**src/rtl/multdiv_pkg.sv**
```systemverilog
// Shared decode constants, exception codes and state encoding for the mul/div sequencer.
package multdiv_pkg;

  localparam logic [4:0] OPC_RTYPE = 5'b00000;
  localparam logic [4:0] ALUOP_MUL = 5'b00110;
  localparam logic [4:0] ALUOP_DIV = 5'b00111;

  localparam logic [3:0] RSTATUS_MUL = 4'd4;
  localparam logic [3:0] RSTATUS_DIV = 4'd5;

  typedef enum logic [1:0] {
    IDLE  = 2'd0,
    START = 2'd1,
    WAIT  = 2'd2,
    WB    = 2'd3
  } md_state_e;

endpackage

```
**src/rtl/md_timeout_counter.sv**
```systemverilog
// Counts WAIT cycles and flags the cycle in which the TIMEOUT-th WAIT cycle is reached.
// Only instantiated when MULTDIV_TIMEOUT_EN is defined.
module md_timeout_counter #(
  parameter int TIMEOUT = 40
) (
  input  logic clock,
  input  logic reset,
  input  logic clear,
  input  logic enable,
  output logic expired
);

  localparam int CW = $clog2(TIMEOUT + 1);

  logic [CW-1:0] cnt;

  // cnt holds the number of WAIT cycles already completed; saturates at TIMEOUT
  always_ff @(posedge clock or negedge reset) begin
    if (!reset) begin
      cnt <= '0;
    end else if (clear) begin
      cnt <= '0;
    end else if (enable && (cnt != CW'(TIMEOUT))) begin
      cnt <= cnt + CW'(1);
    end
  end

  assign expired = enable && (cnt == CW'(TIMEOUT - 1));

endmodule

```
**src/rtl/multdiv_sequencer.sv**
```systemverilog
// Sequences one R-type mul/div through the multi-cycle unit: latch, start pulse, stall, write-back.
// Optional WAIT timeout abort is built when MULTDIV_TIMEOUT_EN is defined.
module multdiv_sequencer
  import multdiv_pkg::*;
#(
  parameter int DATA_W      = 32,
  parameter int TIMEOUT     = 40,
  parameter int RSTATUS_REG = 30
) (
  input  logic              clock,
  input  logic              reset,
  input  logic              insn_valid,
  input  logic [4:0]        opcode,
  input  logic [4:0]        ALUop,
  input  logic [4:0]        rd,
  input  logic [DATA_W-1:0] operandA,
  input  logic [DATA_W-1:0] operandB,
  input  logic [DATA_W-1:0] data_result,
  input  logic              data_exception,
  input  logic              data_resultRDY,
  output logic              ctrl_MULT,
  output logic              ctrl_DIV,
  output logic [DATA_W-1:0] md_opA,
  output logic [DATA_W-1:0] md_opB,
  output logic              stall,
  output logic              wb_en,
  output logic [4:0]        wb_reg,
  output logic [DATA_W-1:0] wb_data,
  output logic              busy,
  output md_state_e         state_dbg
);

  // Handshake: insn_valid qualifies opcode/ALUop/rd/operands for a single-cycle decode in IDLE;
  // data_resultRDY is a one-cycle pulse with no backpressure, accepted only in WAIT.

  md_state_e         state, next_state;
  logic              is_md;
  logic              timeout_hit;
  logic [DATA_W-1:0] opa_q, opb_q, res_q;
  logic [4:0]        rd_q;
  logic              div_q, exc_q;

  assign is_md = insn_valid && (opcode == OPC_RTYPE) &&
                 ((ALUop == ALUOP_MUL) || (ALUop == ALUOP_DIV));

`ifdef MULTDIV_TIMEOUT_EN
  md_timeout_counter #(
    .TIMEOUT(TIMEOUT)
  ) u_timeout (
    .clock  (clock),
    .reset  (reset),
    .clear  ((state == IDLE) && is_md),
    .enable (state == WAIT),
    .expired(timeout_hit)
  );
`else
  // no counter in this build: the wait never expires
  assign timeout_hit = (TIMEOUT < 0);
`endif

  always_ff @(posedge clock or negedge reset) begin
    if (!reset) begin
      state <= IDLE;
      opa_q <= '0;
      opb_q <= '0;
      rd_q  <= '0;
      div_q <= 1'b0;
      res_q <= '0;
      exc_q <= 1'b0;
    end else begin
      state <= next_state;
      if ((state == IDLE) && is_md) begin
        opa_q <= operandA;
        opb_q <= operandB;
        rd_q  <= rd;
        div_q <= (ALUop == ALUOP_DIV);
      end
      // a real ready pulse wins over a simultaneous timeout
      if ((state == WAIT) && (data_resultRDY || timeout_hit)) begin
        res_q <= data_result;
        exc_q <= data_resultRDY ? data_exception : 1'b1;
      end
    end
  end

  always_comb begin
    next_state = state;
    ctrl_MULT  = 1'b0;
    ctrl_DIV   = 1'b0;
    stall      = 1'b0;
    wb_en      = 1'b0;
    wb_reg     = '0;
    wb_data    = '0;
    case (state)
      IDLE: begin
        stall = is_md;
        if (is_md) next_state = START;
      end
      START: begin
        ctrl_MULT  = !div_q;
        ctrl_DIV   = div_q;
        stall      = 1'b1;
        next_state = WAIT;
      end
      WAIT: begin
        stall = 1'b1;
        if (data_resultRDY || timeout_hit) next_state = WB;
      end
      WB: begin
        wb_en = exc_q || (rd_q != 5'd0);
        if (exc_q) begin
          wb_reg  = 5'(RSTATUS_REG);
          wb_data = {{(DATA_W-4){1'b0}}, (div_q ? RSTATUS_DIV : RSTATUS_MUL)};
        end else begin
          wb_reg  = rd_q;
          wb_data = res_q;
        end
        next_state = IDLE;
      end
      default: next_state = IDLE;
    endcase
  end

  assign md_opA    = opa_q;
  assign md_opB    = opb_q;
  assign busy      = (state != IDLE);
  assign state_dbg = state;

endmodule

```
**config.mk**
```make
export PLATFORM = sky130hd
export DESIGN_NAME = multdiv_sequencer
export DESIGN_NICKNAME = d
export VERILOG_FILES = /design/src/rtl/multdiv_pkg.sv /design/src/rtl/md_timeout_counter.sv /design/src/rtl/multdiv_sequencer.sv
export SDC_FILE = /design/constraint.sdc
export NUM_CORES = 1
export LEC_CHECK = 0
export BUFFER_PORTS_ARGS = -buffer_cell sky130_fd_sc_hd__buf_2
export CORE_MARGIN = 4
export CORE_UTILIZATION = 47
export DETAILED_ROUTE_END_ITERATION = 8
export HOLD_SLACK_MARGIN = 0.12
export PLACE_DENSITY_LB_ADDON = 0.25
export SYNTH_ARGS = -nofsm -noshare
export SYNTH_HDL_FRONTEND = slang
export SYNTH_SLANG_ARGS = --single-unit
export TNS_END_PERCENT = 20
```
**constraint.sdc**
```tcl
create_clock -name clock -period 2.6 [get_ports clock]
set_clock_uncertainty 0.15 [all_clocks]
set_input_delay 0.52 -clock clock [delete_from_list [all_inputs] [get_ports clock]]
set_output_delay 0.52 -clock clock [all_outputs]
set_load 0.03 [all_outputs]
```
==> metrics.txt, run 1 <==
Initial Util 0.4824; Syn Nets 418; Max stage delay on crit path 0.47 ns; layout cells sized above 1 0.6686; Residual DRC 0; Least-Margin Pin Slew 0.4331 ns; Setup CP Type register to output pin; cells after synthesis 297; initial DRC count 111; Max IR drop VDD 359.0 uV; total number of vias 3188; Final Cycle Share 0.9587; Core Util, Final 0.6304; Power Dens Cells 764.9 mW/mm2; Max-Cap Viols 0; commonest cells after routing, fill and taps aside buf_2 (222), dfrtp_1 (105), mux2_4 (69), mux2_2 (34), and2_1 (32); WL final 10770 um; GPL Wtd Cong 0.7836; total gr overflow 0; DR vias/cell 4.823; DP Worst Slack 0.3080 ns; Pleak 3.607 nW; Tot GR Track Use 0.1854; R2R depth 5; Reg-to-Reg Start state_dbg[0]$_DFFE_PN0P_; chip width 107.9 um; NumNets Final 645; largest delay contributor family on the critical path flip-flops; Yosys top cell by area dfrtp_1; cell count of the worst hold path 2; Worst Path Max Fanout 7; final hold violation count 0; initial antenna violation count 0; end of the worst register-to-register path md_opA[2]$_DFFE_PN0P_; dpl hpwl 8171 um; CTS tree yes; RSZ-0062 raised after global routing no; Hold Crit Endpoint md_opA[23]$_DFFE_PN0P_; post-route setup slack 0.1074 ns; Worst EP required 1.93 ns; Worst Hold Launch operandA[23]; vias in the first global route 3376; Tmin final 2.493 ns; Slowest cell on crit path dfrtp_1; Final Setup Violations 0; # H-tree levels 3; #FFs+latches synth 105; Clock Pin Slew Worst Setup and Hold Paths 0.10 ns; setup TNS 0 ns; postcts setup bufs 0; deepest clock path buffer count 2; die area 0.01165 mm2; Max Fclk 401.2 MHz; first-pass GRT wire length 16690 um; filler instances 793; register area share after synthesis 0.5599; synthesized cell area 0.004693 mm2; flop2flop setup slack 0.56 ns; CTS Buf Count 9; clock tree sinks 105; Synth warnings 0; Worst Path Buf+Inv 2; Distinct cells, synth 30; Antenna Cells 0; row cnt 36; IO Port Bufs 223; root buffer cell clkbuf_8; Area Growth Syn to Fin 30.69%; Setup crit start kind register; FF/Latch Area 0.002628 mm2; CP Cell Sequence inv_1, ha_2, nand4_4, a21oi_1, buf_2; commonest non-fill, non-tap cell in the layout buf_2; Worst EP arrival 1.82 ns; Pre-antenna DRT Iters 4; post-route ant nets 0; Slew Limit Headroom 0.7113; largest net degree at the start of global routing 64; total core area 0.009729 mm2; Multi-input gate area 0.001944 mm2; type of the most critical hold path input pin to register; WL/cell 16.29 um; DIE HEIGHT 107.9 um; Max Slew Vio Count 0; clk_lat worst skew 0.35 ns; Avg Cell Area, Syn 15.80 um2; top cells by area, synth dfrtp_1 (56%), mux2_4 (22%), mux2_2 (8.2%), and2_1 (4.3%), buf_6 (1.7%); Worst Setup End Kind output pin; Synth top area share 0.5599; io pins 224; status complete, no violations
==> what timing repair did <==
item | 4_1_cts | 5_1_grt
hold endpoints to repair | 14 | 0
endpoints found under the setup margin | 0 | 28
hold buffers | 1 | 0
resized for setup | 0 | 2
==> layer usage <==
metal / vias up / GRT usage / part of all wire
met5: - / 0 / 0
met4: 0 / 0.08837 / 0.024
met3: 17 / 0.05015 / 0.078
met2: 137 / 0.3028 / 0.49
met1: 1556 / 0.2292 / 0.41
li1: 1478 / - / -
==> flip-flops by register name (all words and copies together) (netlist names) <==
signal,cells
rd_q,5
res_q,32
state_dbg,2
md_opA,32
exc_q,1
md_opB,32
div_q,1
==> report_power, final <==
group / switching [W] / internal (W) / total, W
Sequential: 0.000173 / 0.00193 / 0.00211
Clock: 0.000529 / 0.000366 / 0.000895
Combinational: 0.000961 / 0.000729 / 0.00169
==> logic make-up after synthesis <==
kind of cell / count (synthesis) / share of synthesized area
simple gates: 52 / 0.07571
fa+ha+maj: 5 / 0.01333
buf+inv: 19 / 0.02639
compound gates: 12 / 0.02026
mux: 104 / 0.3045
flops: 105 / 0.5599
==> synth_stat cells, drive strengths merged <==
cell type / n
inv: 4
nand2: 3
o211ai: 1
nand2b: 3
nor2b: 5
nand3b: 1
clkbuf: 5
mux2: 103
o221a: 1
o31a: 1
a21oi: 1
a21o: 1
a311oi: 1
nand4: 1
nor2: 1
and2: 32
nand3: 1
buf: 10
or4: 1
ha: 5
mux2i: 1
o221ai: 1
o21a: 5
dfrtp: 105
or3: 1
nor4: 1
and4: 1
and4bb: 1
==> how the worst max path moves through the flow <==
stage                              from     endpoint  slack (ns)  cells past startpoint
2_1_floorplan  state_dbg[0]$_DFFE_PN0P_        stall        0.05                      5
3_5_place_dp                  opcode[1]        stall        0.31                      5
3_3_place_gp                  opcode[1]        stall        0.35                      5
4_1_cts        state_dbg[0]$_DFFE_PN0P_        stall        0.03                      5
6_report       state_dbg[0]$_DFFE_PN0P_        stall        0.11                      5
5_1_grt        state_dbg[1]$_DFFE_PN0P_  wb_data[19]       0.009                      5
==> per-stage QoR <==
stage                     hold WS, ns  std cells  total power (W)  cell area [um2]
after detailed placement       0.2471        645         0.003836             5947
after floorplan               0.07441        297         0.003280             4693
after global routing           0.2009        661         0.004983             6133
after CTS                      0.2062        661         0.004736             6127
after global placement         0.2435        645         0.003767             5947
final                          0.2235        661         0.004692             6133
==> final cells by class <==
type / instances / share of cell area
Sequential cell: 105 / 0.4284
Tap cell: 133 / 0.02713
Clock inverter: 5 / 0.005304
Inverter: 4 / 0.002448
Multi-Input combinational cell: 173 / 0.3170
Clock buffer: 10 / 0.02244
Timing Repair Buffer: 231 / 0.1973
(Power assumes the default switching activity.)
==> inputs of run 2 (changes only) <==
Settings changed: PLACE_DENSITY set to 0.81, PLACE_DENSITY_LB_ADDON 0.25 to unset.
==> metrics.txt, run 2 (same netlist as run 1, synthesis figures left out) <==
status complete, no violations; commonest non-fill, non-tap cell in the layout buf_2; Clock Pin Slew Worst Setup and Hold Paths 0.11 ns (about the same); Max IR drop VDD 356.7 uV (-0.64%); WL/cell 16.45 um (+0.99%); # H-tree levels 3 (unchanged); DIE HEIGHT 107.9 um (unchanged); Least-Margin Pin Slew 0.5210 ns (+0.08783 ns); Worst Path Max Fanout 7 (unchanged); clk_lat worst skew 0.35 ns (about the same); Setup crit start kind register; dpl hpwl 8556 um (+4.7%); Residual DRC 0 (unchanged); switching share of power 0.3538 (-0.0007545); setup TNS 0 ns (unchanged); Pleak 3.630 nW (+0.63%); postcts setup bufs 0 (unchanged); Power Dens Cells 782.4 mW/mm2 (+2.3%); Worst Path Buf+Inv 2 (unchanged); NumNets Final 646 (+0.16%); commonest cells after routing, fill and taps aside buf_2 (222), dfrtp_1 (103), mux2_4 (69), mux2_2 (34), and2_1 (32); die area 0.01165 mm2 (unchanged); Slowest cell on crit path dfrtp_2; WL final 10890 um (+1.1%); initial DRC count 171 (+54%); io pins 224 (unchanged); row cnt 36 (unchanged); Worst Setup End Kind output pin; switching power 0.001711 W (+2.9%); Max Slew Vio Count 0 (unchanged); type of the most critical hold path input pin to register; Sequential Power Share 0.437 (-0.012); final hold violation count 0 (unchanged); clock tree sinks 105 (unchanged); Tot GR Track Use 0.1877 (+0.002284); total gr overflow 0 (unchanged); Max-Cap Viols 0 (unchanged); CP Cell Sequence inv_1, ha_2, nand4_4, a21oi_1, buf_2; vias in the first global route 3375 (-0.030%); post-route ant nets 0 (unchanged); total core area 0.009729 mm2 (unchanged); Area Growth Syn to Fin 31.72%; logic gate share of total power 0.351 (-0.009); first-pass GRT wire length 16880 um (+1.1%); Final Setup Violations 0 (unchanged); CTS Buf Count 9 (unchanged); Slew Limit Headroom 0.6527 (-0.05856); Setup CP Type register to output pin; IO Port Bufs 223 (unchanged); Final Cycle Share 0.9468 (-0.01191); largest net degree at the start of global routing 45 (-30%); DR vias/cell 4.752 (-1.5%); root buffer cell clkbuf_8; Pre-antenna DRT Iters 4 (unchanged); Max Fclk 406.2 MHz (+1.3%); total number of vias 3146 (-1.3%); Pint 0.003126 W (+3.2%); layout cells sized above 1 0.6749 (+0.006298); largest delay contributor family on the critical path flip-flops; Clk pwr share 0.212 (+0.021); Tmin final 2.462 ns (-0.03096 ns); Initial Util 0.4824 (unchanged); chip width 107.9 um (unchanged); deepest clock path buffer count 2 (unchanged); GPL Wtd Cong 0.7937 (+1.3%); Worst EP arrival 1.79 ns (-0.03 ns); Worst EP required 1.93 ns (about the same); Antenna Cells 0 (unchanged); initial antenna violation count 1 (+1); Max stage delay on crit path 0.46 ns (about the same); area post-placement 0.005954 mm2 (+0.13%); Finished Cell Area 0.006182 mm2 (+0.80%); CTS tree yes; RSZ-0062 raised after global routing no
==> run 2: layout make-up <==
type | count | area [um2]
sequential | 105 | 2630
fill | 751 | 3547
multi-input combinational | 173 | 1957
clock buffer | 9 | 123.9
clock inverter | 6 | 76.32
inverter | 4 | 15.01
tap | 133 | 166.4
timing repair buffer | 232 | 1214
==> run 2: per-layer routing <==
layer / up-vias / GRT usage / part of all wire
li1: 1485 / - / -
met1: 1491 / 0.2409 / 0.41
met2: 155 / 0.3055 / 0.48
met3: 13 / 0.06030 / 0.096
met4: 2 / 0.05681 / 0.012
met5: - / 0 / 0.0012
==> run 2: final timing paths <==
kind	to	depth (start not counted)	slack, ns	startpoint
max in group asynchronous	md_opB[8]$_DFFE_PN0P_	3	1.16	reset
worst min register to register	res_q[8]$_DFFE_PN0P_	1	0.35	res_q[8]$_DFFE_PN0P_
worst min-delay path	md_opB[22]$_DFFE_PN0P_	2	0.23	operandB[22]
min in group asynchronous	res_q[21]$_DFFE_PN0P_	2	0.52	reset
worst max-delay path	stall	5	0.14	state_dbg[0]$_DFFE_PN0P_
worst max register to register	md_opA[30]$_DFFE_PN0P_	6	0.42	state_dbg[0]$_DFFE_PN0P_
==> run 2: power groups by stage <==
| stage | Clock [W] | Sequential [W] | Combinational [W] |
|---|---|---|---|
| 2_1_floorplan | 0 | 0.00213 | 0.00114 |
| 3_3_place_gp | 0 | 0.00211 | 0.00164 |
| 3_5_place_dp | 0 | 0.00214 | 0.00170 |
| 4_1_cts | 0.00106 | 0.00211 | 0.00171 |
| 5_1_grt | 0.00113 | 0.00216 | 0.00183 |
| 6_report | 0.00102 | 0.00212 | 0.00170 |
==> run 2: repair_timing <==
| item | 4_1_cts | 5_1_grt |
|---|---|---|
| gates cloned | 0 | 0 |
| hold buffers | 1 | 0 |
| resized for setup | 2 | 3 |
| endpoints found under the hold margin | 37 | 0 |
| setup endpoints to repair | 31 | 32 |
==> run 2: metrics by stage <==
step	util	std cells	hold slack, ns	total power, W	worst slack, ns
floorplan	-	297	0.07441	0.003280	0.04652
global placement	0.6120	646	0.3272	0.003751	0.2440
detailed placement	0.6120	646	0.3355	0.003836	0.1885
CTS	0.6349	662	0.2009	0.004882	0.01195
global route	0.6354	662	0.1930	0.005120	0.006466
finish	0.6354	662	0.2288	0.004837	0.1383
